==> src/rtl/f1_pkg.sv <==
// Shared definitions for the F1 start-light sequencer.
//   state_e       : sequencer states
//   LFSR_*        : width and tap positions of the hold-time LFSR
//   FULL_PATTERN  : light pattern with all eight lights on
//   lfsr_next     : one step of the x^7+x^6+1 Fibonacci LFSR
package f1_pkg;

  typedef enum logic [1:0] {
    IDLE   = 2'd0,
    FILL   = 2'd1,
    HOLD   = 2'd2,
    TIMING = 2'd3
  } state_e;

  localparam int LFSR_W     = 7;
  localparam int LFSR_TAP_A = 6;
  localparam int LFSR_TAP_B = 5;

  localparam logic [7:0] FULL_PATTERN = 8'hFF;

  function automatic logic [LFSR_W-1:0] lfsr_next(input logic [LFSR_W-1:0] s);
    return {s[LFSR_W-2:0], s[LFSR_TAP_A] ^ s[LFSR_TAP_B]};
  endfunction

endpackage

==> src/rtl/f1_start_ctrl_clk_tick.sv <==
// Light-tick prescaler.
//   clk    : system clock
//   rst_n  : asynchronous active-low reset (counter loads TICK_DIV-1)
//   reload : restart the count at TICK_DIV-1 on this edge
//   tick   : high for the one cycle in which the count is zero
module clk_tick #(
  parameter int TICK_DIV = 24
) (
  input  logic clk,
  input  logic rst_n,
  input  logic reload,
  output logic tick
);

  localparam int CNT_W = (TICK_DIV > 2) ? $clog2(TICK_DIV) : 1;
  localparam logic [CNT_W-1:0] RELOAD_VAL = CNT_W'(TICK_DIV - 1);

  logic [CNT_W-1:0] cnt_q;
  logic [CNT_W-1:0] cnt_d;

  always_ff @(posedge clk or negedge rst_n) begin
    if (!rst_n) begin
      cnt_q <= RELOAD_VAL;
    end else begin
      cnt_q <= cnt_d;
    end
  end

  always_comb begin
    cnt_d = cnt_q - CNT_W'(1);
    if (reload || (cnt_q == '0)) begin
      cnt_d = RELOAD_VAL;
    end
  end

  assign tick = (cnt_q == '0);

endmodule

==> src/rtl/f1_start_ctrl.sv <==
// F1 start-light sequencer: fills eight lights one per tick, holds them for a
// pseudo-random number of ticks, blanks them, then times the driver reaction.
//   clk         : system clock
//   rst_n       : asynchronous active-low reset
//   trigger     : start request, accepted only while idle
//   react       : driver button
//   data_out    : light pattern, bit0 = first light
//   lights_out  : one-cycle pulse when the lights blank after the hold
//   rt_valid    : one-cycle pulse, rt_value updated
//   rt_value    : reaction time in cycles (all-ones on timeout)
//   false_start : one-cycle pulse on a jump start
//   busy        : high whenever not idle
module f1_start_ctrl
  import f1_pkg::*;
#(
  parameter int                TICK_DIV  = 24,
  parameter logic [LFSR_W-1:0] LFSR_SEED = 7'h01,
  parameter int                RT_W      = 16
) (
  input  logic            clk,
  input  logic            rst_n,
  input  logic            trigger,
  input  logic            react,
  output logic [7:0]      data_out,
  output logic            lights_out,
  output logic            rt_valid,
  output logic [RT_W-1:0] rt_value,
  output logic            false_start,
  output logic            busy
);

  localparam logic [RT_W-1:0] RT_ONE = RT_W'(1);
  localparam logic [RT_W-1:0] RT_MAX = {RT_W{1'b1}};

  state_e            state_q, state_d;
  logic [7:0]        data_q, data_d;
  logic [LFSR_W-1:0] lfsr_q, lfsr_d;
  logic [LFSR_W-1:0] hold_q, hold_d;
  logic [RT_W-1:0]   rt_cnt_q, rt_cnt_d;
  logic [RT_W-1:0]   rt_value_q, rt_value_d;
  logic              lights_out_q, lights_out_d;
  logic              rt_valid_q, rt_valid_d;
  logic              false_start_q, false_start_d;
  logic              tick;
  logic              tick_reload;

  clk_tick #(
    .TICK_DIV(TICK_DIV)
  ) u_clk_tick (
    .clk   (clk),
    .rst_n (rst_n),
    .reload(tick_reload),
    .tick  (tick)
  );

  // State register
  always_ff @(posedge clk or negedge rst_n) begin
    if (!rst_n) begin
      state_q       <= IDLE;
      data_q        <= '0;
      lfsr_q        <= LFSR_SEED;
      hold_q        <= '0;
      rt_cnt_q      <= '0;
      rt_value_q    <= '0;
      lights_out_q  <= 1'b0;
      rt_valid_q    <= 1'b0;
      false_start_q <= 1'b0;
    end else begin
      state_q       <= state_d;
      data_q        <= data_d;
      lfsr_q        <= lfsr_d;
      hold_q        <= hold_d;
      rt_cnt_q      <= rt_cnt_d;
      rt_value_q    <= rt_value_d;
      lights_out_q  <= lights_out_d;
      rt_valid_q    <= rt_valid_d;
      false_start_q <= false_start_d;
    end
  end

  // Next-state logic
  always_comb begin
    state_d       = state_q;
    data_d        = data_q;
    lfsr_d        = lfsr_next(lfsr_q);
    hold_d        = hold_q;
    rt_cnt_d      = rt_cnt_q;
    rt_value_d    = rt_value_q;
    lights_out_d  = 1'b0;
    rt_valid_d    = 1'b0;
    false_start_d = 1'b0;
    tick_reload   = 1'b0;

    unique case (state_q)
      IDLE: begin
        data_d = '0;
        if (trigger) begin
          state_d     = FILL;
          tick_reload = 1'b1;
        end
      end

      FILL: begin
        if (react) begin
          data_d        = '0;
          false_start_d = 1'b1;
          state_d       = IDLE;
        end else if (tick) begin
          data_d = {data_q[6:0], 1'b1};
          if ({data_q[6:0], 1'b1} == FULL_PATTERN) begin
            hold_d  = lfsr_q;
            state_d = HOLD;
          end
        end
      end

      HOLD: begin
        // A press here always counts as a jump start, even on the final tick.
        if (react) begin
          data_d        = '0;
          false_start_d = 1'b1;
          state_d       = IDLE;
        end else if (tick) begin
          if (hold_q == LFSR_W'(1)) begin
            data_d       = '0;
            lights_out_d = 1'b1;
            rt_cnt_d     = '0;
            state_d      = TIMING;
          end else begin
            hold_d = hold_q - LFSR_W'(1);
          end
        end
      end

      TIMING: begin
        rt_cnt_d = rt_cnt_q + RT_ONE;
        // rt_cnt counts cycles already elapsed, so the reported time is one more.
        if (react) begin
          rt_value_d = rt_cnt_q + RT_ONE;
          rt_valid_d = 1'b1;
          state_d    = IDLE;
        end else if (rt_cnt_q == RT_MAX - RT_ONE) begin
          rt_value_d = RT_MAX;
          rt_valid_d = 1'b1;
          state_d    = IDLE;
        end
      end

      default: begin
        state_d = IDLE;
        data_d  = '0;
      end
    endcase
  end

  // Outputs
  always_comb begin
    data_out    = data_q;
    lights_out  = lights_out_q;
    rt_valid    = rt_valid_q;
    rt_value    = rt_value_q;
    false_start = false_start_q;
    busy        = (state_q != IDLE);
  end

endmodule

==> config.mk <==
export PLATFORM = sky130hd
export DESIGN_NAME = f1_start_ctrl
export DESIGN_NICKNAME = d
export VERILOG_FILES = /design/src/rtl/f1_pkg.sv /design/src/rtl/f1_start_ctrl_clk_tick.sv /design/src/rtl/f1_start_ctrl.sv
export SDC_FILE = /design/constraint.sdc
export NUM_CORES = 1
export LEC_CHECK = 0
export BUFFER_PORTS_ARGS = -buffer_cell sky130_fd_sc_hd__buf_4
export CELL_PAD_IN_SITES_DETAIL_PLACEMENT = 1
export CELL_PAD_IN_SITES_GLOBAL_PLACEMENT = 2
export CORE_AREA = 2 2 93 113
export DETAILED_ROUTE_END_ITERATION = 12
export DIE_AREA = 0 0 95 115
export PLACE_DENSITY_LB_ADDON = 0.1
export SLEW_MARGIN = 20
export SYNTH_ARGS = -nofsm -noshare
export SYNTH_HDL_FRONTEND = slang
export SYNTH_SLANG_ARGS = --single-unit
==> constraint.sdc <==
create_clock -name clk -period 3.8 [get_ports clk]
set_clock_uncertainty 0.05 [all_clocks]
set_input_delay 0.95 -clock clk [delete_from_list [all_inputs] [get_ports clk]]
set_output_delay 0.95 -clock clk [all_outputs]
set_load 0.01 [all_outputs]
After elaboration in Yosys (flattened, before gate mapping)
Cells that the tools add are included. W data, S select, Z words.

Logic and storage cells: 88. Register bits: 64.

Bitwise operators: 1. Multiplexer cells: 41. Eq/ne operators: 19. Reductions and logical operators: 14. Add/subtract/negate cells: 3.

Operators by type and width (count): $mux W16 (5); $mux W7 (6); $mux W8 (5); $pmux W16 S2 (1); $pmux W8 S3 (1); $mux W2 (9); $add A16 B1 Y16 const B (1); $eq A16 B16 Y1 const B (1); $ne A2 B2 Y1 const B (8); $ne A3 B3 Y1 const B (5); $pmux W7 S2 (1); $mux W1 (11); $pmux W2 S4 (1); $reduce_and A4 Y1 (2); $reduce_bool A2 Y1 (4); $eq A7 B1 Y1 const B (1); $eq A7 B7 Y1 const B (1); $reduce_and A7 Y1 (1); $sub A7 B1 Y7 const B (1); $reduce_and A6 Y1 (1); $logic_not A5 Y1 (1); $mux W5 (1); $sub A5 B1 Y5 const B (1); $eq A2 B2 Y1 const B (2); other kinds (7) (7).

Longest topological paths before layout
Gate-level depths: netlist of run 1.

Depth in word-level cells: 5. Depth in mapped cells: 9. Mapped depth without buffers: 7.

Hierarchy
Synthesis of run 1 repeated with hierarchy kept, for this count alone.

Cells, all modules: 337. Area, all modules: 3339.5 um2.

Modules (own cells, without submodules): f1_start_ctrl (times used 1, area an instance 3098.0 um2, sequential area each 1477.7 um2, cells an instance 317); clk_tick (times used 1, area an instance 241.5 um2, sequential area each 130.1 um2, cells an instance 20).

Worst setup path before layout of run 1
No wires, ideal clock.

Path type: input to register. From: in react. To: reg rt_cnt_q[7]. Arrival: 2073 ps. Required time: 3617 ps. Setup time: 133 ps. Slack: 1544 ps. Stages on the path: 7. Cells stage by stage: buf_2 nor2b_1 a41oi_1 clkbuf_1 a21o_1 nand2_1 o31ai_1.

Word-level cells in the longest chain between the ends: 2.

Ends and longest elaborated chain: from (decl) (RTL line f1_start_ctrl.sv:23) `input logic react,`; $ne A2 B2 Y1 (no source line); $reduce_and A4 Y1 (no source line); to (signal assigned) (RTL line f1_start_ctrl.sv:73) `rt_cnt_q <= rt_cnt_d;`; to (decl) (RTL line f1_start_ctrl.sv:39) `logic [RT_W-1:0] rt_cnt_q, rt_cnt_d;`.

No other way between the ends. A chain may end at the register's enable or synchronous reset.

Worst setup path after layout of run 1
From: reg state_q[0]. To: out busy.

Word-level cells in the longest chain between the ends: 1.

Ends and longest elaborated chain: from (decl) (RTL line f1_start_ctrl.sv:35) `state_e state_q, state_d;`; from (signal assigned) (RTL line f1_start_ctrl.sv:69) `state_q <= state_d;`; $reduce_bool A2 Y1 (RTL line f1_start_ctrl.sv:163) `busy = (state_q != IDLE);`; to (decl) (RTL line f1_start_ctrl.sv:29) `output logic busy`.

No other way between the ends.

==> run summary, run 1 <==
Outcome: completed
Hold buffer count at CTS: 0
Longest Clk Path Bufs: 2
Initial antenna violation count: 0
Chip height: 115 um
Net Sw Power: 0.809 mW
M1 wire length: 3860 um
Sequential power share: 35.9%
Utilization after layout: 40.1%
Register bit total from synthesis: 64
Clk pwr share: 35.2%
# Post-CTS Setup Buffers: 0
Delay-heaviest family, CP: flip-flops
RSZ-0062 raised after global routing: false
DR top layer: met4
Num CTS Buffers: 9
Drt first pass iters: 4
Worst-margin pin slew: 845 ps
H-tree levels: 3
Gp weighted congestion: 0.735
CP max stage delay: 390 ps
Clock Latency Late Sink: 330 ps
Area taken by multi-input logic gates: 1540 um^2
Pin count of the biggest net entering global routing: 65
Count of final max-slew check failures: 0
Std cell rows: 40
Max-cap violations: 0
Startpoint Class: flip-flop
HPWL after DPL: 5800 um
# resized after CTS: 0
Residual DRC: 0
Nets: 368
Vias in the first global route: 2,760
Sum Neg Setup Slack: 0 ps
Syn_nets: 342
TritonCTS clock tree: done
Die width: 95 um
Slowest cell on crit path: dfrtp_1
Syn Inst Count: 329
Worst hold-check path type: flip-flop to flip-flop
Vias: 2,561
Library cells used by synthesis: 53
EDFF count, synth: 0
Cell-internal power: 1.81 mW
Fmax: 420 MHz
Synth area leaders: dfrtp_1 45%, dfstp_2 4.0%, nand2_1 4.0%
CTS root buf: clkbuf_16
VDD IR max: 0.000221 V
Buffers on Ports: 31
Cell taking the most area after synthesis: dfrtp_1
Storage cell area: 1610 um^2
Critical path capture point type: primary output
Layout area overhead: 20.2%
Post-synth ARST share: 100%
# IOs: 32
Routed wire length: 8420 um
Initial DRC Count: 85
Cell leakage power: 1.73 nW
Core area: 9860 um^2
Share of total power in combinational logic: 28.9%
N_diodes: 0
Sw frac: 30.9%
Data arrival time of the critical path: 1380 ps
WP buf/inv: 3
Power Density: 662 nW/um^2
First-pass GRT wire length: 14,400 um
Min Tclk post-route: 2380 ps
Wire length per cell: 17.3 um
Cell area after synthesis: 3290 um^2
Detail Route met3 WL: 286 um
Seq/Total Area, Yosys: 48.9%
Cell-by-cell listing of the critical path: inv_1 > ha_1 > inv_1 > buf_4
Post-route clock period utilization: 62.7%
Finished Cell Area: 3950 um^2
Cell Area, Placed: 3620 um^2
Fillers: 1,093
Initial Util: 33.4%
Sink Count: 64
Total Routing Usage GR: 17.2%
Power Total: 2.62 mW
WP data required: 2800 ps
Top-area cell type share of the netlist area: 44.9%
Slew HR: 43.7%
Most frequent cells in the layout: 59 x dfrtp_1, 35 x nand2_1, 35 x buf_4
Ratio of cells with drive above 1 in the final layout: 18.1%
Final ANT Viol Nets: 0
Met2 wire length: 4180 um
Max FO, Critical Path: 6
Ys Warns: 0
Synth Flop Type: dfrtp_1
Commonest non-fill, non-tap cell in the layout: dfrtp_1
Mean Syn Cell Area: 9.99 um^2
Clock slew at reported path FFs: 50 ps
Overflow after GRT: 0
Die ar.: 10,900 um^2
Final Hold Violating Endpoints: 0
Vias per cell: 5.27
Most used cell along the critical path: inv_1
Setup Crit Path Kind: flip-flop to primary output
Setup-failing EPs final: 0
==> kinds of logic (layout without fill, tap and decap cells) <==
| family | Yosys count | in the layout | synth area share (%) |
|---|---|---|---|
| multiplexers | 2 | 2 | 0.647 |
| XOR/XNOR | 17 | 17 | 4.53 |
| AO/OA/AOI/OAI | 87 | 87 | 19.4 |
| flip-flops | 64 | 64 | 48.9 |
| adder cells (fa/ha/maj) | 9 | 9 | 3.42 |
| AND/OR/NAND/NOR | 117 | 117 | 18.8 |
| buffers and inverters | 33 | 64 | 4.22 |
==> path summary, 6_finish.rpt <==
check / startpoint / endpoint / slack (ps) / depth (start not counted)
max: state_q[0] / busy / 1420 / 4
min: lfsr_q[1] / lfsr_q[2] / 330 / 0
max reg2reg: u_clk_tick.cnt_q[0] / rt_cnt_q[13] / 1440 / 6
min reg2reg: lfsr_q[1] / lfsr_q[2] / 330 / 0
max in group asynchronous: rst_n / rt_cnt_q[7] / 2460 / 1
min in group asynchronous: rst_n / rt_value[9] / 640 / 1
==> sequential cells by signal, summed over array words and instances, names as in the netlist <==
signal	count
rt_valid	1
state_q	2
data_out	8
rt_value	16
u_clk_tick.cnt_q	5
lfsr_q	7
lights_out	1
rt_cnt_q	16
false_start	1
hold_q	7
==> synth_stat cells, drive strengths merged (2+ instances only) <==
cell type / instances
nand3: 14
nor4b: 3
and2: 4
a21o: 7
nor3: 8
a22oi: 2
nor4: 3
o22a: 9
nand2b: 3
a22o: 9
a41oi: 3
xnor2: 8
o22ai: 3
a21oi: 10
clkbuf: 12
dfstp: 5
o31ai: 6
or2: 2
nor2b: 5
xor2: 9
dfrtp: 59
nor2: 24
buf: 8
a31oi: 13
inv: 13
nand2: 35
o21ai: 14
nand4: 8
o31a: 2
ha: 9
a221oi: 2
and4: 4
==> worst reg2reg max path: stages, from the launching register on <==
cell,delay (ps)
dfstp_2,370
inv_1,50
ha_1,220
or4b_1,670
o31ai_4,570
a41oi_1,180
a31oi_1,180
==> cell type report <==
cell class	count	share of cell area, %
Tap cell	126	3.99
Inverter	13	1.23
Sequential cell	64	40.7
Clock buffer	14	6.93
Timing Repair Buffer	35	6.65
Multi-Input combinational cell	232	39.0
Clock inverter	2	1.52
==> per-layer routing <==
layer	vias up	track usage [%]
met5	-	0
met4	0	5.60
met2	39	30.0
li1	1249	-
met1	1265	20.8
met3	8	3.93
==> metrics by stage <==
stage | std cells | setup slack, ps | hold slack, ps
final | 486 | 1420 | 334
after global routing | 486 | 1230 | 346
after CTS | 486 | 1400 | 344
after detailed placement | 470 | 1300 | 333
after global placement | 470 | 1350 | 310
after floorplan | 329 | 1540 | 304
==> power by group through the flow <==
stage / logic [mW] / clock network [mW] / registers (mW)
2_1_floorplan: 0.425 / 0 / 0.979
3_3_place_gp: 0.765 / 0 / 0.947
3_5_place_dp: 0.771 / 0 / 0.955
4_1_cts: 0.773 / 0.943 / 0.943
5_1_grt: 0.850 / 0.970 / 0.962
6_report: 0.757 / 0.920 / 0.940
Note: power is estimated with default switching activity, not from simulation.
==> inputs of run 2 (changes only) <==
- clock period: 3.8 -> 2.23 ns (I/O delays scaled with it)
==> run 2 against run 1 <==
  * Critical path depth is 5 higher
  * Routed wire length grew 9.3%
  * Utilization up 2.8 points
  * Critical path type is now flip-flop to flip-flop
  * Largest cell class unchanged
==> run summary, run 2 (synthesis results as in run 1) <==
Max-cap violations: 0
First-pass GRT wire length: 14,600 um
Most frequent cells in the layout: 59 x dfrtp_1, 57 x buf_4, 35 x nand2_1
Met3 Track Usage GR: 3.93%
TritonCTS clock tree: done
Fmax: 461 MHz
Worst hold-check path type: primary input to async pin
Longest Clk Path Bufs: 2
Most used routing layer: met2
Layout area overhead: 28.7%
Share of total power in combinational logic: 31.6%
Finished Cell Area: 4230 um^2
Clk pwr share: 32.8%
Sequential power share: 35.5%
Vias: 2,684
Num CTS Buffers: 9
Routed wire length: 9210 um
Outcome: completed
Clock slew at reported path FFs: 60 ps
Crit Reg-Reg Startpoint: u_clk_tick.cnt_q[0]
Slew HR: 68.3%
Cell-internal power: 3.09 mW
Non-Filler Instances: 512
Initial Util: 33.4%
Chip height: 115 um
Die width: 95 um
Critical path capture point type: flip-flop
Pin count of the biggest net entering global routing: 34
Data arrival time of the critical path: 2330 ps
DP Cell Count: 492
Clock Latency Late Sink: 330 ps
N_diodes: 0
Power Density: 1070 nW/um^2
Std cell rows: 40
Overflow after GRT: 0
CP Capture Point: rt_cnt_q[15]
Register-to-Register Path Depth: 9
Min Tclk post-route: 2170 ps
Gp weighted congestion: 0.777
Initial antenna violation count: 0
Count of final max-slew check failures: 0
Cell Area, Placed: 3810 um^2
GR met1 Demand/Resource: 21.7%
Core area: 9860 um^2
Sink Count: 64
Worst-margin pin slew: 476 ps
Drt first pass iters: 4
Buffers on Ports: 31
Net Sw Power: 1.43 mW
Hold buffer count at CTS: 0
GR met2 Demand/Resource: 31.2%
# IOs: 32
Fillers: 1,103
Post-route clock period utilization: 97.2%
Startpoint Class: flip-flop
H-tree levels: 3
Commonest non-fill, non-tap cell in the layout: dfrtp_1
Die ar.: 10,900 um^2
R2R Path End: rt_cnt_q[15]
CTS root buf: clkbuf_16
Ratio of cells with drive above 1 in the final layout: 26.2%
Cell leakage power: 1.87 nW
Worst Setup SP: u_clk_tick.cnt_q[0]
Sum Neg Setup Slack: 0 ps
R2r setup slk: 60 ps
Nets: 394
Setup Crit Path Kind: flip-flop to flip-flop
Sw frac: 31.7%
Residual DRC: 0
Setup-failing EPs final: 0
Vias per cell: 5.24
Initial DRC Count: 53
VDD IR max: 0.000419 V
HPWL after DPL: 6500 um
Final ANT Viol Nets: 0
Vias in the first global route: 2,787
Max FO, Critical Path: 6
Total Routing Usage GR: 17.8%
Final Hold Violating Endpoints: 0
WP data required: 2390 ps
Wire length per cell: 18.0 um
Utilization after layout: 42.9%
run 2: cell types whose count changed in the layout (fill, tap and decap cells not counted), moves of 2 or more:
cell	previous run	this run
nor2_1	23	21
nor2_2	0	2
a41oi_1	3	1
buf_4	35	57
buf_12	0	2
run 2: layout make-up:
| cell class | instances | area [um^2] | share of cell area (%) |
|---|---|---|---|
| sequential | 64 | 1610 | 38.0 |
| clock buffer | 14 | 284 | 6.71 |
| multi-input combinational | 232 | 1610 | 38.0 |
| inverter | 13 | 48.8 | 1.15 |
| tap | 126 | 158 | 3.73 |
| timing repair buffer | 61 | 490 | 11.6 |
| clock inverter | 2 | 35.0 | 0.828 |
run 2: routing by layer:
metal | up-vias | part of all wire (%)
li1 | 1296 | -
met1 | 1352 | 43
met2 | 29 | 53
met3 | 7 | 2.3
met4 | 0 | 1.2
met5 | - | 0
run 2: power groups by stage:
| stage | logic (mW) | registers, mW | clock network [mW] |
|---|---|---|---|
| global route | 1.60 | 1.65 | 1.58 |
| global placement | 1.36 | 1.61 | 0 |
| finish | 1.43 | 1.61 | 1.48 |
| detailed placement | 1.38 | 1.63 | 0 |
| floorplan | 0.724 | 1.67 | 0 |
| CTS | 1.39 | 1.61 | 1.53 |
run 2: worst min path at each step:
stage              start          end  depth (start not counted)
2_1_floorplan      rst_n  data_out[0]                          0
3_3_place_gp   lfsr_q[1]    lfsr_q[2]                          0
3_5_place_dp   lfsr_q[2]    lfsr_q[3]                          0
4_1_cts            rst_n  rt_cnt_q[8]                          1
5_1_grt            rst_n  rt_value[9]                          1
6_report           rst_n  rt_value[9]                          1
run 2: metrics by stage:
stage               hold slack [ps]  power [mW]  setup WS [ps]
floorplan                       212        2.39            230
finish                          136        4.52           61.5
detailed placement              317        3.01          -21.4
global placement                310        2.97           32.2
global route                    156        4.83          -10.8
CTS                             151        4.53           8.41
run 2: what timing repair did:
| item | CTS | global route |
|---|---|---|
| gates resized for setup | 1 | 13 |
| cloned | 0 | 1 |
| buffers inserted | 1 | 2 |
| setup endpoints to repair | 11 | 14 |
run 2: critical path, cell delays in order, from the launching register on:
cell and delay, ps:
dfstp_2 540, inv_1 40, ha_1 250, nor4b_2 190, buf_4 160, a41oi_4 180, buf_6 170, nor2_1 40
mux2_2 260, a22o_1 170
